[src/rtl/fpmult_gen.sv]
// Sequential IEEE-style floating-point multiplier with a shift-add mantissa
// datapath, flush-to-zero for subnormals and optional round-to-nearest-even.
module fpmult_gen #(
   parameter int EXP_W    = 8,
   parameter int MAN_W    = 23,
   parameter int ROUND_NE = 1
) (
   input  logic                   clk,
   input  logic                   reset,
   input  logic                   start,
   input  logic [EXP_W+MAN_W:0]   dataa,
   input  logic [EXP_W+MAN_W:0]   datab,
   output logic [EXP_W+MAN_W:0]   result,
   output logic                   done,
   output logic                   busy,
   output logic [2:0]             flags
);

   localparam int W  = 1 + EXP_W + MAN_W;
   localparam int PW = 2 * MAN_W + 2;
   localparam int XW = EXP_W + 2;
   localparam int CW = $clog2(MAN_W + 1);
   localparam logic signed [XW-1:0] BIAS_X  = XW'((1 << (EXP_W - 1)) - 1);
   localparam logic signed [XW-1:0] EXP_TOP = XW'((1 << EXP_W) - 1);

   typedef enum logic [2:0] {
      IDLE   = 3'd0,
      UNPACK = 3'd1,
      MULT   = 3'd2,
      NORM   = 3'd3,
      RND    = 3'd4,
      DONE   = 3'd5
   } state_t;

   state_t state, state_n;

   logic [W-1:0]            op_a, op_b;
   logic                    sign;
   logic signed [XW-1:0]    exp_acc;
   logic [PW-1:0]           mcand;
   logic [MAN_W:0]          mplier;
   logic [PW-1:0]           prod;
   logic [CW-1:0]           count;
   logic [MAN_W-1:0]        man_n;
   logic                    guard, sticky;

   logic [EXP_W-1:0]        exp_a, exp_b;
   logic [MAN_W-1:0]        man_a, man_b;
   logic                    zero_a, zero_b, inf_a, inf_b, nan_a, nan_b;
   logic                    special, sgn;
   logic [PW-2:0]           norm_frac;
   logic                    round_up;
   logic [MAN_W:0]          man_inc;
   logic [MAN_W-1:0]        man_r;
   logic signed [XW-1:0]    exp_r;

   // Operand classification; subnormals are treated as zero
   always_comb begin
      exp_a   = op_a[W-2:MAN_W];
      exp_b   = op_b[W-2:MAN_W];
      man_a   = op_a[MAN_W-1:0];
      man_b   = op_b[MAN_W-1:0];
      sgn     = op_a[W-1] ^ op_b[W-1];
      zero_a  = (exp_a == '0);
      zero_b  = (exp_b == '0);
      nan_a   = (&exp_a) && (|man_a);
      nan_b   = (&exp_b) && (|man_b);
      inf_a   = (&exp_a) && !(|man_a);
      inf_b   = (&exp_b) && !(|man_b);
      special = nan_a | nan_b | inf_a | inf_b | zero_a | zero_b;
   end

   // Normalisation places the leading one just above the stored fraction
   always_comb begin
      norm_frac = prod[PW-1] ? prod[PW-2:0] : {prod[PW-3:0], 1'b0};
      man_inc   = {1'b0, man_n} + (MAN_W+1)'(1);
      round_up  = (ROUND_NE != 0) && guard && (sticky || man_n[0]);
      man_r     = round_up ? man_inc[MAN_W-1:0] : man_n;
      exp_r     = exp_acc + XW'(round_up && man_inc[MAN_W]);
   end

   always_comb begin
      state_n = state;
      busy    = (state != IDLE);
      done    = (state == DONE);
      case (state)
         IDLE:    if (start) state_n = UNPACK;
         UNPACK:  state_n = special ? DONE : MULT;
         MULT:    if (count == CW'(MAN_W)) state_n = NORM;
         NORM:    state_n = RND;
         RND:     state_n = DONE;
         DONE:    state_n = IDLE;
         default: state_n = IDLE;
      endcase
   end

   always_ff @(posedge clk or negedge reset) begin
      if (!reset) state <= IDLE;
      else        state <= state_n;
   end

   // Datapath: result and flags are only written on the way into DONE
   always_ff @(posedge clk or negedge reset) begin
      if (!reset) begin
         op_a    <= '0;
         op_b    <= '0;
         sign    <= 1'b0;
         exp_acc <= '0;
         mcand   <= '0;
         mplier  <= '0;
         prod    <= '0;
         count   <= '0;
         man_n   <= '0;
         guard   <= 1'b0;
         sticky  <= 1'b0;
         result  <= '0;
         flags   <= '0;
      end else begin
         case (state)
            IDLE: begin
               if (start) begin
                  op_a <= dataa;
                  op_b <= datab;
               end
            end
            UNPACK: begin
               sign    <= sgn;
               exp_acc <= XW'(exp_a) + XW'(exp_b) - BIAS_X;
               mcand   <= PW'({1'b1, man_a});
               mplier  <= {1'b1, man_b};
               prod    <= '0;
               count   <= '0;
               if (nan_a || nan_b || (inf_a && zero_b) || (zero_a && inf_b)) begin
                  result <= {1'b0, {EXP_W{1'b1}}, 1'b1, {(MAN_W-1){1'b0}}};
                  flags  <= 3'b100;
               end else if (inf_a || inf_b) begin
                  result <= {sgn, {EXP_W{1'b1}}, {MAN_W{1'b0}}};
                  flags  <= 3'b000;
               end else if (zero_a || zero_b) begin
                  result <= {sgn, {(W-1){1'b0}}};
                  flags  <= 3'b000;
               end
            end
            MULT: begin
               if (mplier[0]) prod <= prod + mcand;
               mcand  <= {mcand[PW-2:0], 1'b0};
               mplier <= {1'b0, mplier[MAN_W:1]};
               count  <= count + CW'(1);
            end
            NORM: begin
               exp_acc <= exp_acc + XW'(prod[PW-1]);
               man_n   <= norm_frac[PW-2:MAN_W+1];
               guard   <= norm_frac[MAN_W];
               sticky  <= |norm_frac[MAN_W-1:0];
            end
            RND: begin
               if (exp_r >= EXP_TOP) begin
                  result <= {sign, {EXP_W{1'b1}}, {MAN_W{1'b0}}};
                  flags  <= 3'b010;
               end else if (exp_r <= 0) begin
                  result <= {sign, {(W-1){1'b0}}};
                  flags  <= 3'b001;
               end else begin
                  result <= {sign, exp_r[EXP_W-1:0], man_r};
                  flags  <= 3'b000;
               end
            end
            default: ;
         endcase
      end
   end

endmodule

[config.mk]
export PLATFORM = sky130hd
export DESIGN_NAME = fpmult_gen
export DESIGN_NICKNAME = d
export VERILOG_FILES = /design/src/rtl/fpmult_gen.sv
export SDC_FILE = /design/constraint.sdc
export NUM_CORES = 1
export LEC_CHECK = 0
export CAP_MARGIN = 15
export CORE_UTILIZATION = 40
export DETAILED_ROUTE_END_ITERATION = 8
export GPL_TIMING_DRIVEN = 0
export HOLD_SLACK_MARGIN = 0.08
export PLACE_DENSITY = 0.68
export SLEW_MARGIN = 10
export SYNTH_ARGS = -nofsm -noshare
export SYNTH_HDL_FRONTEND = slang
export SYNTH_SLANG_ARGS = --single-unit
[constraint.sdc]
create_clock -name clk -period 4.15 [get_ports clk]
set_clock_uncertainty 0.05 [all_clocks]
set_input_delay 0.83 -clock clk [delete_from_list [all_inputs] [get_ports clk]]
set_output_delay 0.83 -clock clk [all_outputs]
set_load 0.03 [all_outputs]
==> results.ini, run 1 <==
[timing]
fin_crit_ns=3.810
worst_slew_pin_slew_ns=0.7496
fmax_mhz=262.5
setup_ws_ns=0.3400
holdWs_ns=0.1219
slew_headroom_pct=50.03
setup-violations-final=0
timing.final.crit_share_pct=91.81
setup_tns_ns=0
drv_slew=0
hold_viol_final=0
rsz0062_at_grt=no

[synth]
avgSynthCellArea_um2=9.697
synth_edf_count=0
seq_area_frac_synth_pct=46.04
yosysWarnings=0
syn_area_mm2=0.01429
synth_area_leaders=dfrtp_1 (46%), ha_1 (6.0%), nand2_1 (5.9%)
synth_nets=1611
yosysTopAreaCell=dfrtp_1
synth-seq-cells=263
synth_cell_types=74
yosysMostFrequentCell=dfrtp_1
synthArstFlopShare_pct=100.0
synth_common_cells=dfrtp_1 (263), nand2_1 (223), o21ai_0 (121)
syn-instance-count=1474
netlist.area_leader.share_pct=46.04
synth-main-ff-cell=dfrtp_1

[pwr]
p_clk_share_pct=23.2
powerDensity_mw_per_mm2=702.8
intPower_w=0.007207
p_sw_w=0.004783
pwr-share-seq_pct=35.5
sw_frac_of_total_pct=39.89
peakVddDrop_mv=0.4281
combPwrFrac_pct=41.2
p_leak_nw=7.425

[clock_tree]
htree_levels=1
cts_tree=yes
cts_buffers=30
clk_pin_slew_ns=0.06
clock_sinks=263
hold_buffers=0
clock_latency_ns=0.57
clockRootBuffer=clkbuf_16
cts.path.max_buffers=3

[detailed_routing]
routed_via_density=5.546
firstDrtPassIters=6
wl_um=35200
route.detailed.drc=0
via_count=11600
drtIter0Drc=800
ant_nets=0
wl_per_cell_um=16.83

[grt]
top_usage_layer=met2
grt_util_met1_pct=27.98
use_met3_pct=2.478
antenna_found_initial=0
grt_max_degree=81
grt.met2_usage_pct=32.12
grt_usage_pct=19.80
first_global_vias=11380
grt-ovfl-total=0
grt_pass1_wl_um=59130

[placement]
place.gp.congestion=0.8994
hpwl_um=26250
port_buffers=103
dpl-instance-area_mm2=0.01598
dp_slack_ns=-0.04430

[floorplanning]
ios=104
initial_utilization_pct=40.98
core_region_area_mm2=0.03488
die_w_um=191.0
dieArea_mm2=0.03649
die_h_um=191.0
rows=68

[finish]
final_util_pct=48.91
nets=1751
antenna_cells=0
nFillCells=3249
drive_gt1_share_pct=9.530
stdcell_area_mm2=0.01706
area_growth_pct=19.36

[critical_path]
timing.critical_path.buf_inv=1
cp_top_family=simple AND/OR/NAND/NOR gates
cp_data_required_time_ns=4.58
slowest_stage=dfrtp_1
worst_setup_path_end_kind=flip-flop
cp_max_fo=10
r2r_start=man_n[5]
path_cells=and3_1 -> and3_1 -> and3_1 -> nand4_1 -> nor3_2 -> ha_1 -> ha_1 -> nand4_1 -> xnor2_1 -> nand3_1 -> o21ai_0 -> a221oi_1 -> a311oi_1 -> a31o_2 -> nand2b_2 -> clkbuf_2 -> o21ai_0
path_class=reg -> reg
r2r_slack_ns=0.34
critPathLaunchType=flip-flop
rr_worst_depth=17
timing.rr.end=result[8]
cpPeakStageDelay_ns=0.40
cpMostUsedCell=and3_1
arrival_ns=4.24

[status]
outcome=complete, no violations

[run]
maxCapViolations=0

[hold_path]
hold_path_class=in -> async

==> metal layers <==
metal / part of all wire, % / vias up / routed length [um]
li1: - / 5601 / -
met5: 0 / - / 0
met3: 4.4 / 48 / 1560
met1: 48 / 5699 / 16800
met2: 46 / 254 / 16160
met4: 1.9 / 0 / 676
==> layout make-up <==
| cell class | count | area (um2) | share of cell area (%) |
|---|---|---|---|
| clock inverters | 13 | 206.4 | 1.210 |
| multi-input cells | 1101 | 7252 | 42.51 |
| flip-flops and latches | 263 | 6584 | 38.59 |
| inverters | 28 | 105.1 | 0.6160 |
| well taps | 455 | 569.3 | 3.337 |
| plain buffers | 82 | 375.4 | 2.200 |
| clock buffers | 42 | 835.8 | 4.899 |
| repair buffers | 108 | 1134 | 6.644 |
==> flip-flops by register name, indices dropped and copies added, names as in the netlist <==
name / cells
sign: 1
op_b: 32
count: 5
op_a: 32
mcand: 48
man_n: 23
exp_acc: 10
flags: 3
sticky: 1
result: 32
state: 3
guard: 1
mplier: 24
prod: 48
==> logic make-up after synthesis <==
| family | synth area share [%] |
|---|---|
| xor gates and xnor gates | 4.841 |
| DFF | 46.04 |
| AOI/OAI and AO/OA | 17.20 |
| adders and majority gates | 6.233 |
| and+or+nand+nor | 15.53 |
| buffers and inverters | 3.326 |
| muxes | 6.828 |
==> placed cells by master (no fill, tap or decap), types with 5 or more instances in the layout <==
cell type / count
nor4_1: 22
a21o_1: 27
nand3_1: 89
o21ai_1: 15
buf_4: 5
o211ai_1: 5
nor2b_1: 6
xnor2_1: 42
mux2i_1: 30
and3_1: 17
nor3_1: 11
dfrtp_1: 261
xor2_1: 37
or3_1: 8
a22oi_1: 46
o21ai_0: 121
nand4_1: 22
nor2_1: 72
nand2_1: 223
clkbuf_1: 63
a21oi_1: 65
mux2_2: 60
clkinv_2: 5
buf_2: 5
clkdlybuf4s50_1: 102
o21bai_1: 10
bufinv_16: 5
a31oi_1: 10
ha_1: 68
buf_1: 13
clkbuf_16: 30
inv_1: 28
a22o_1: 26
==> power groups by stage <==
stage	Sequential [W]	Clock, W	Combinational (W)
after floorplan	0.00415	0	0.00349
after global placement	0.00426	0	0.00477
after detailed placement	0.00428	0	0.00492
after CTS	0.00425	0.00284	0.00494
after global routing	0.00437	0.00296	0.00554
final	0.00426	0.00279	0.00494
==> metrics by stage <==
step / power, W / instances
3_3_place_gp: 0.009024 / 2032
2_1_floorplan: 0.007648 / 1474
3_5_place_dp: 0.009201 / 2035
5_1_grt: 0.01286 / 2092
4_1_cts: 0.01203 / 2091
6_report: 0.01199 / 2092
==> repair_timing <==
action | 4_1_cts | 5_1_grt
buffers inserted | 1 | 1
endpoints found under the setup margin | 27 | 28
resized for setup | 1 | 9
pin swaps | 1 | 2
==> worst max-delay path by stage <==
stage / startpoint / endpoint / slack (ns) / cells past startpoint
2_1_floorplan: man_n[4] / result[23] / 0.70 / 16
3_3_place_gp: reset / result[7] / -8.99 / 1
3_5_place_dp: man_n[4] / result[8] / -0.04 / 17
4_1_cts: man_n[4] / result[18] / 0.1 / 17
5_1_grt: man_n[5] / result[8] / 0.0005 / 17
6_report: man_n[5] / result[8] / 0.34 / 17
No activity file was read; power rests on OpenSTA's default activity.
==> run 2: changes to the inputs <==
--- a/config.mk
+++ b/config.mk
@@ -7,6 +7,7 @@
 export LEC_CHECK = 0
 export CAP_MARGIN = 15
 export CORE_UTILIZATION = 40
+export CTS_CLUSTER_SIZE = 24
 export DETAILED_ROUTE_END_ITERATION = 8
 export GPL_TIMING_DRIVEN = 0
 export HOLD_SLACK_MARGIN = 0.08
==> constraint.sdc (replaced) <==
create_clock -name clk -period 3.85 [get_ports clk]
set_clock_uncertainty 0.05 [all_clocks]
set_input_delay 0.77 -clock clk [delete_from_list [all_inputs] [get_ports clk]]
set_output_delay 0.77 -clock clk [all_outputs]
set_load 0.03 [all_outputs]
==> results.ini, run 2 (same netlist as run 1, synthesis figures left out) <==
[status]
outcome=complete, no violations  ; unchanged

[floorplanning]
initial_utilization_pct=40.98  ; unchanged
ios=104  ; unchanged
core_region_area_mm2=0.03488  ; unchanged
dieArea_mm2=0.03649  ; unchanged
die_h_um=191.0  ; unchanged
rows=68  ; unchanged
die_w_um=191.0  ; unchanged

[detailed_routing]
ant_nets=0  ; unchanged
via_count=11660  ; was 11600
drtIter0Drc=891  ; was 800
route.detailed.drc=0  ; unchanged
wl_per_cell_um=16.86  ; was 16.83 um
routed_via_density=5.561  ; was 5.546
firstDrtPassIters=5  ; was 6
wl_um=35350  ; was 35200 um

[critical_path]
timing.rr.end=result[10]  ; was result[8]
path_class=reg -> reg  ; unchanged
rr_worst_depth=16  ; was 17
cp_max_fo=10  ; unchanged
r2r_slack_ns=0.24  ; was 0.34 ns
arrival_ns=4.05  ; was 4.24 ns
worst_setup_path_end_kind=flip-flop  ; unchanged
r2r_start=man_n[6]  ; was man_n[5]
critPathLaunchType=flip-flop  ; unchanged
cp_data_required_time_ns=4.29  ; was 4.58 ns

[clock_tree]
cts_buffers=30  ; unchanged
cts.path.max_buffers=3  ; unchanged
clock_sinks=263  ; unchanged
clock_latency_ns=0.57  ; about the same
htree_levels=1  ; unchanged
clk_pin_slew_ns=0.06  ; about the same
cts_tree=yes  ; unchanged
clockRootBuffer=clkbuf_16  ; unchanged

[pwr]
sw_frac_of_total_pct=39.89  ; about the same
intPower_w=0.007793  ; was 0.007207 W
p_clk_share_pct=23.1  ; was 23.2%
p_leak_nw=7.444  ; was 7.425 nW
peakVddDrop_mv=0.4584  ; was 0.4281 mV
powerDensity_mw_per_mm2=755.6  ; was 702.8 mW/mm2
pwr-share-seq_pct=35.4  ; was 35.5%
combPwrFrac_pct=41.5  ; was 41.2%
p_sw_w=0.005171  ; was 0.004783 W

[finish]
area_growth_pct=20.03  ; was 19.36%
final_common_cell=dfrtp_1  ; unchanged
reg.largest.list=mcand: 48 flops, prod: 48 flops  ; unchanged
nets=1756  ; was 1751
antenna_cells=0  ; unchanged
drive_gt1_share_pct=10.17  ; was 9.530%
final_cell_mix=dfrtp_1 (260), nand2_1 (223), o21ai_0 (118), clkdlybuf4s50_1 (102), nand3_1 (89)  ; was dfrtp_1 (261), nand2_1 (223), o21ai_0 (121), clkdlybuf4s50_1 (102), nand3_1 (89)

[run]
maxCapViolations=0  ; unchanged

[placement]
place.gp.congestion=0.8994  ; unchanged
hpwl_um=26250  ; unchanged
dp_slack_ns=-0.3443  ; was -0.04430 ns
port_buffers=103  ; unchanged

[hold_path]
holdPathEnd=mplier[7]
hold_depth=2
hold_path_class=reg -> reg  ; was in -> async
hp-start=mplier[7]

[grt]
antenna_found_initial=0  ; unchanged
grt_pass1_wl_um=59230  ; was 59130 um
grt_max_degree=81  ; unchanged
first_global_vias=11400  ; was 11380
grt-ovfl-total=0  ; unchanged
grt_usage_pct=19.83  ; was 19.80%

[timing]
hold_viol_final=0  ; unchanged
worst_slew_pin_slew_ns=0.7581  ; was 0.7496 ns
fin_crit_ns=3.609  ; was 3.810 ns
timing.final.crit_share_pct=93.75  ; was 91.81%
setup-violations-final=0  ; unchanged
setup_tns_ns=0  ; unchanged
rsz0062_at_grt=yes  ; was no
fmax_mhz=277.0  ; was 262.5 MHz
drv_slew=0  ; unchanged
setup_ws_ns=0.2405  ; was 0.3400 ns
slew_headroom_pct=49.46  ; was 50.03%

-- run 2: changes by cell type in the layout (fill, tap and decap cells not counted), moves of 2 or more --
cell	previous run	this run
buf_4	5	10
o21ai_0	121	118
o21ai_1	15	18
and3_1	17	15
and3_4	0	2
ha_1	68	66
ha_2	0	2
nor2_1	72	70
nor2_2	0	2
-- run 2: how the worst max path moves through the flow --
| stage | end | cells after the start | startpoint | slack (ns) |
|---|---|---|---|---|
| 2_1_floorplan | result[23] | 16 | man_n[4] | 0.40 |
| 5_1_grt | result[11] | 16 | man_n[6] | -0.02 |
| 3_3_place_gp | result[7] | 1 | reset | -9.23 |
| 4_1_cts | result[8] | 17 | man_n[5] | 0.009 |
| 3_5_place_dp | result[8] | 17 | man_n[4] | -0.34 |
| 6_report | result[10] | 16 | man_n[6] | 0.24 |
-- run 2: stage by stage --
step                      std cells  utilization (%)  power (W)  cell area, um2  hold WS (ns)
final                          2097            49.18    0.01296           17160        0.4239
after global routing           2097            49.18    0.01391           17160        0.4459
after CTS                      2095            48.98    0.01298           17090        0.4284
after detailed placement       2035            45.81   0.009918           15980        0.4135
after global placement         2032            45.56   0.009728           15890        0.4093
after floorplan                1474                -   0.008244           14290        0.3968
-- run 2: repair_timing --
action,CTS,global route
setup endpoints to repair,31,33
hold buffers,1,0
hold endpoints to repair,44,0
pin swaps,2,2
resized for setup,7,19
buffers inserted,4,2
-- run 2: layout make-up --
| cell class | instances | area (um2) |
|---|---|---|
| Buffer | 82 | 381.6 |
| Sequential cell | 263 | 6585 |
| Tap cell | 455 | 569.3 |
| Multi-Input combinational cell | 1101 | 7300 |
| Clock buffer | 42 | 835.8 |
| Fill cell | 3239 | 17730 |
| Clock inverter | 13 | 206.4 |
| Timing Repair Buffer | 113 | 1174 |
| Inverter | 28 | 105.1 |
-- run 2: layer usage --
metal  vias to the layer above  wire, um  GRT usage [%]
li1                       5610         -              -
met1                      5712     16590          27.99
met2                       289     16290          32.22
met3                        50      1791          2.478
met4                         0       681          4.677
met5                         -         0              0
-- run 2: power by group through the flow --
| stage | clock, W | sequential, W | combinational (W) |
|---|---|---|---|
| 2_1_floorplan | 0 | 0.00448 | 0.00377 |
| 3_3_place_gp | 0 | 0.00459 | 0.00514 |
| 3_5_place_dp | 0 | 0.00462 | 0.00530 |
| 4_1_cts | 0.00306 | 0.00457 | 0.00535 |
| 5_1_grt | 0.00319 | 0.00471 | 0.00601 |
| 6_report | 0.00300 | 0.00459 | 0.00537 |
-- run 2: worst max-delay path, stage by stage (launching register included) --
cell      delay [ns]
dfrtp_1         0.37
and3_4          0.20
and3_1          0.20
and3_4          0.21
nand4_1         0.17
nor3_2          0.23
ha_2            0.21
nand3_1         0.14
or2_2           0.38
nand3_1         0.09
o21ai_0         0.09
a221oi_1        0.30
a311oi_1        0.09
a31o_2          0.28
nand2b_4        0.18
buf_4           0.18
o21ai_0         0.16
==> run 3: changes to the inputs <==
--- a/config.mk
+++ b/config.mk
@@ -9,9 +9,10 @@
 export CORE_UTILIZATION = 40
 export CTS_CLUSTER_SIZE = 24
 export DETAILED_ROUTE_END_ITERATION = 8
+export DONT_BUFFER_PORTS = 1
 export GPL_TIMING_DRIVEN = 0
 export HOLD_SLACK_MARGIN = 0.08
-export PLACE_DENSITY = 0.68
+export PLACE_DENSITY = 0.64
 export SLEW_MARGIN = 10
 export SYNTH_ARGS = -nofsm -noshare
 export SYNTH_HDL_FRONTEND = slang
==> results.ini, run 3 (same netlist as run 1, synthesis figures left out) <==
[placement]
dp_slack_ns=-0.4042  ; was -0.3443 ns
port_buffers=0  ; was 103
dpl-instance-area_mm2=0.01486  ; was 0.01598 mm2
hpwl_um=25570  ; was 26250 um
place.gp.congestion=0.8715  ; was 0.8994

[grt]
use_met3_pct=3.341  ; was 2.478%
grt_pass1_wl_um=58570  ; was 59230 um
grt-ovfl-total=0  ; unchanged
grt_util_met1_pct=27.84  ; was 27.99%
grt.met2_usage_pct=31.97  ; was 32.22%
grt_max_degree=264  ; was 81
first_global_vias=11040  ; was 11400
top_usage_layer=met2  ; unchanged
grt_usage_pct=19.88  ; was 19.83%
antenna_found_initial=0  ; unchanged

[timing]
hold_viol_final=263  ; was 0
rsz0062_at_grt=yes  ; unchanged
setup-violations-final=0  ; unchanged
timing.final.crit_share_pct=93.06  ; was 93.75%
slew_headroom_pct=45.60  ; was 49.46%
fin_crit_ns=3.583  ; was 3.609 ns
setup_tns_ns=0  ; unchanged
holdWs_ns=-0.1394  ; was 0.4239 ns
fmax_mhz=279.1  ; was 277.0 MHz
setup_ws_ns=0.2673  ; was 0.2405 ns
worst_slew_pin_slew_ns=0.8159  ; was 0.7581 ns
drv_slew=0  ; unchanged

[detailed_routing]
wl_per_cell_um=17.83  ; was 16.86 um
ant_nets=0  ; unchanged
routed_via_density=5.624  ; was 5.561
firstDrtPassIters=5  ; unchanged
via_count=11190  ; was 11660
route.detailed.drc=0  ; unchanged
wl_um=35490  ; was 35350 um
drtIter0Drc=682  ; was 891

[floorplanning]
initial_utilization_pct=40.98  ; unchanged
ios=104  ; unchanged
dieArea_mm2=0.03649  ; unchanged
core_region_area_mm2=0.03488  ; unchanged
die_w_um=191.0  ; unchanged
rows=68  ; unchanged
die_h_um=191.0  ; unchanged

[critical_path]
rr_worst_depth=16  ; unchanged
cp_top_family=simple AND/OR/NAND/NOR gates  ; unchanged
cp_max_fo=10  ; unchanged
critPathLaunchType=flip-flop  ; unchanged
cpPeakStageDelay_ns=0.37  ; was 0.38 ns
timing.rr.end=result[11]  ; was result[10]
slowest_stage=dfrtp_1  ; was or2_2
worst_setup_path_end_kind=flip-flop  ; unchanged
cp_data_required_time_ns=4.23  ; was 4.29 ns
r2r_start=man_n[6]  ; unchanged
timing.critical_path.buf_inv=1  ; unchanged
arrival_ns=3.97  ; was 4.05 ns
path_class=reg -> reg  ; unchanged
r2r_slack_ns=0.27  ; was 0.24 ns
path_cells=and3_4 -> and3_1 -> and3_4 -> nand4_1 -> nor3_2 -> ha_2 -> ha_2 -> xor2_1 -> nand3_1 -> nor3_1 -> a221oi_1 -> a311oi_1 -> a31o_2 -> nand2b_4 -> buf_4 -> o21ai_0  ; was and3_4 -> and3_1 -> and3_4 -> nand4_1 -> nor3_2 -> ha_2 -> nand3_1 -> or2_2 -> nand3_1 -> o21ai_0 -> a221oi_1 -> a311oi_1 -> a31o_2 -> nand2b_4 -> buf_4 -> o21ai_0

[finish]
final_common_cell=dfrtp_1  ; unchanged
area_growth_pct=12.25  ; was 20.03%
drive_gt1_share_pct=10.62  ; was 10.17%
stdcell_area_mm2=0.01605  ; was 0.01716 mm2
final_cell_mix=dfrtp_1 (261), nand2_1 (223), o21ai_0 (116), nand3_1 (89), nor2_1 (71)  ; was dfrtp_1 (260), nand2_1 (223), o21ai_0 (118), clkdlybuf4s50_1 (102), nand3_1 (89)
final_util_pct=46.00  ; was 49.18%
nets=1650  ; was 1756
antenna_cells=0  ; unchanged
reg.largest.list=mcand: 48 flops, prod: 48 flops  ; unchanged

[clock_tree]
cts.path.max_buffers=3  ; unchanged
cts_tree=yes  ; unchanged
cts_buffers=30  ; unchanged
htree_levels=1  ; unchanged
clock_sinks=263  ; unchanged
clk_pin_slew_ns=0.06  ; about the same
clock_latency_ns=0.57  ; about the same
clockRootBuffer=clkbuf_16  ; unchanged

[pwr]
powerDensity_mw_per_mm2=792.6  ; was 755.6 mW/mm2
combPwrFrac_pct=38.3  ; was 41.5%
intPower_w=0.007615  ; was 0.007793 W
pwr-share-seq_pct=37.7  ; was 35.4%
p_sw_w=0.005103  ; was 0.005171 W
sw_frac_of_total_pct=40.12  ; was 39.89%
p_clk_share_pct=24.0  ; was 23.1%
peakVddDrop_mv=0.4981  ; was 0.4584 mV
p_leak_nw=7.026  ; was 7.444 nW

[hold_path]
hold_path_class=in -> async  ; was reg -> reg

[status]
violations=hold timing
outcome=finished, violations left  ; was complete, no violations

[run]
maxCapViolations=0  ; unchanged

## run 3: cell types whose count changed in the layout (fill, tap and decap cells not counted), sizes merged
cell           delta
clkinv            -3
clkinvlp          -1
clkbuf            +3
bufinv            -1
buf               -3
clkdlybuf4s50   -102
inv               +1
dlygate4sd3       -1
## run 3: area by class of cell
type | instances | area [um2]
plain buffers | 82 | 377.9
clock buffers | 45 | 908.4
clock inverters | 9 | 155.1
fillers | 3319 | 18840
inverters | 28 | 105.1
multi-input cells | 1101 | 7293
flip-flops and latches | 263 | 6584
well taps | 455 | 569.3
repair buffers | 7 | 52.55
## run 3: what timing repair did
action / 4_1_cts / 5_1_grt
gates cloned: 0 / 0
resized for setup: 9 / 16
endpoints found under the setup margin: 31 / 32
setup buffers: 5 / 2
endpoints found under the hold margin: 263 / 263
pin swaps: 3 / 2
## run 3: power groups by stage
| stage | clock network [W] | logic [W] | registers [W] |
|---|---|---|---|
| 6_report | 0.00306 | 0.00487 | 0.00479 |
| 5_1_grt | 0.00324 | 0.00548 | 0.00492 |
| 4_1_cts | 0.00312 | 0.00487 | 0.00477 |
| 3_5_place_dp | 0 | 0.00481 | 0.00482 |
| 3_3_place_gp | 0 | 0.00468 | 0.00479 |
| 2_1_floorplan | 0 | 0.00377 | 0.00448 |
## run 3: metrics by stage
step,instances,power (W)
finish,1990,0.01272
global route,1990,0.01364
CTS,1988,0.01276
detailed placement,1929,0.009629
global placement,1929,0.009474
floorplan,1474,0.008244
## run 3: per-layer routing
layer | part of all wire (%) | wire length [um]
met5 | 0 | 0
met4 | 1.8 | 645
met3 | 5.3 | 1885
met2 | 46 | 16300
met1 | 47 | 16660
## run 3: worst max path at each step
stage                   from    endpoint  depth (start not counted)
finish              man_n[6]  result[11]                         16
floorplan           man_n[4]  result[23]                         16
global route        man_n[6]  result[28]                         16
global placement    man_n[0]  result[12]                         16
CTS                 man_n[5]  result[22]                         17
detailed placement  man_n[0]   result[8]                         16
## run 3: worst reg2reg max path, cell delays in order (launching register included)
cell and delay (ns):
dfrtp_1 0.37, and3_4 0.20, and3_1 0.20, and3_4 0.21, nand4_1 0.16, nor3_2 0.22
ha_2 0.21, ha_2 0.21, xor2_1 0.26, nand3_1 0.11, nor3_1 0.21, a221oi_1 0.13
a311oi_1 0.27, a31o_2 0.20, nand2b_4 0.18, buf_4 0.17, o21ai_0 0.10
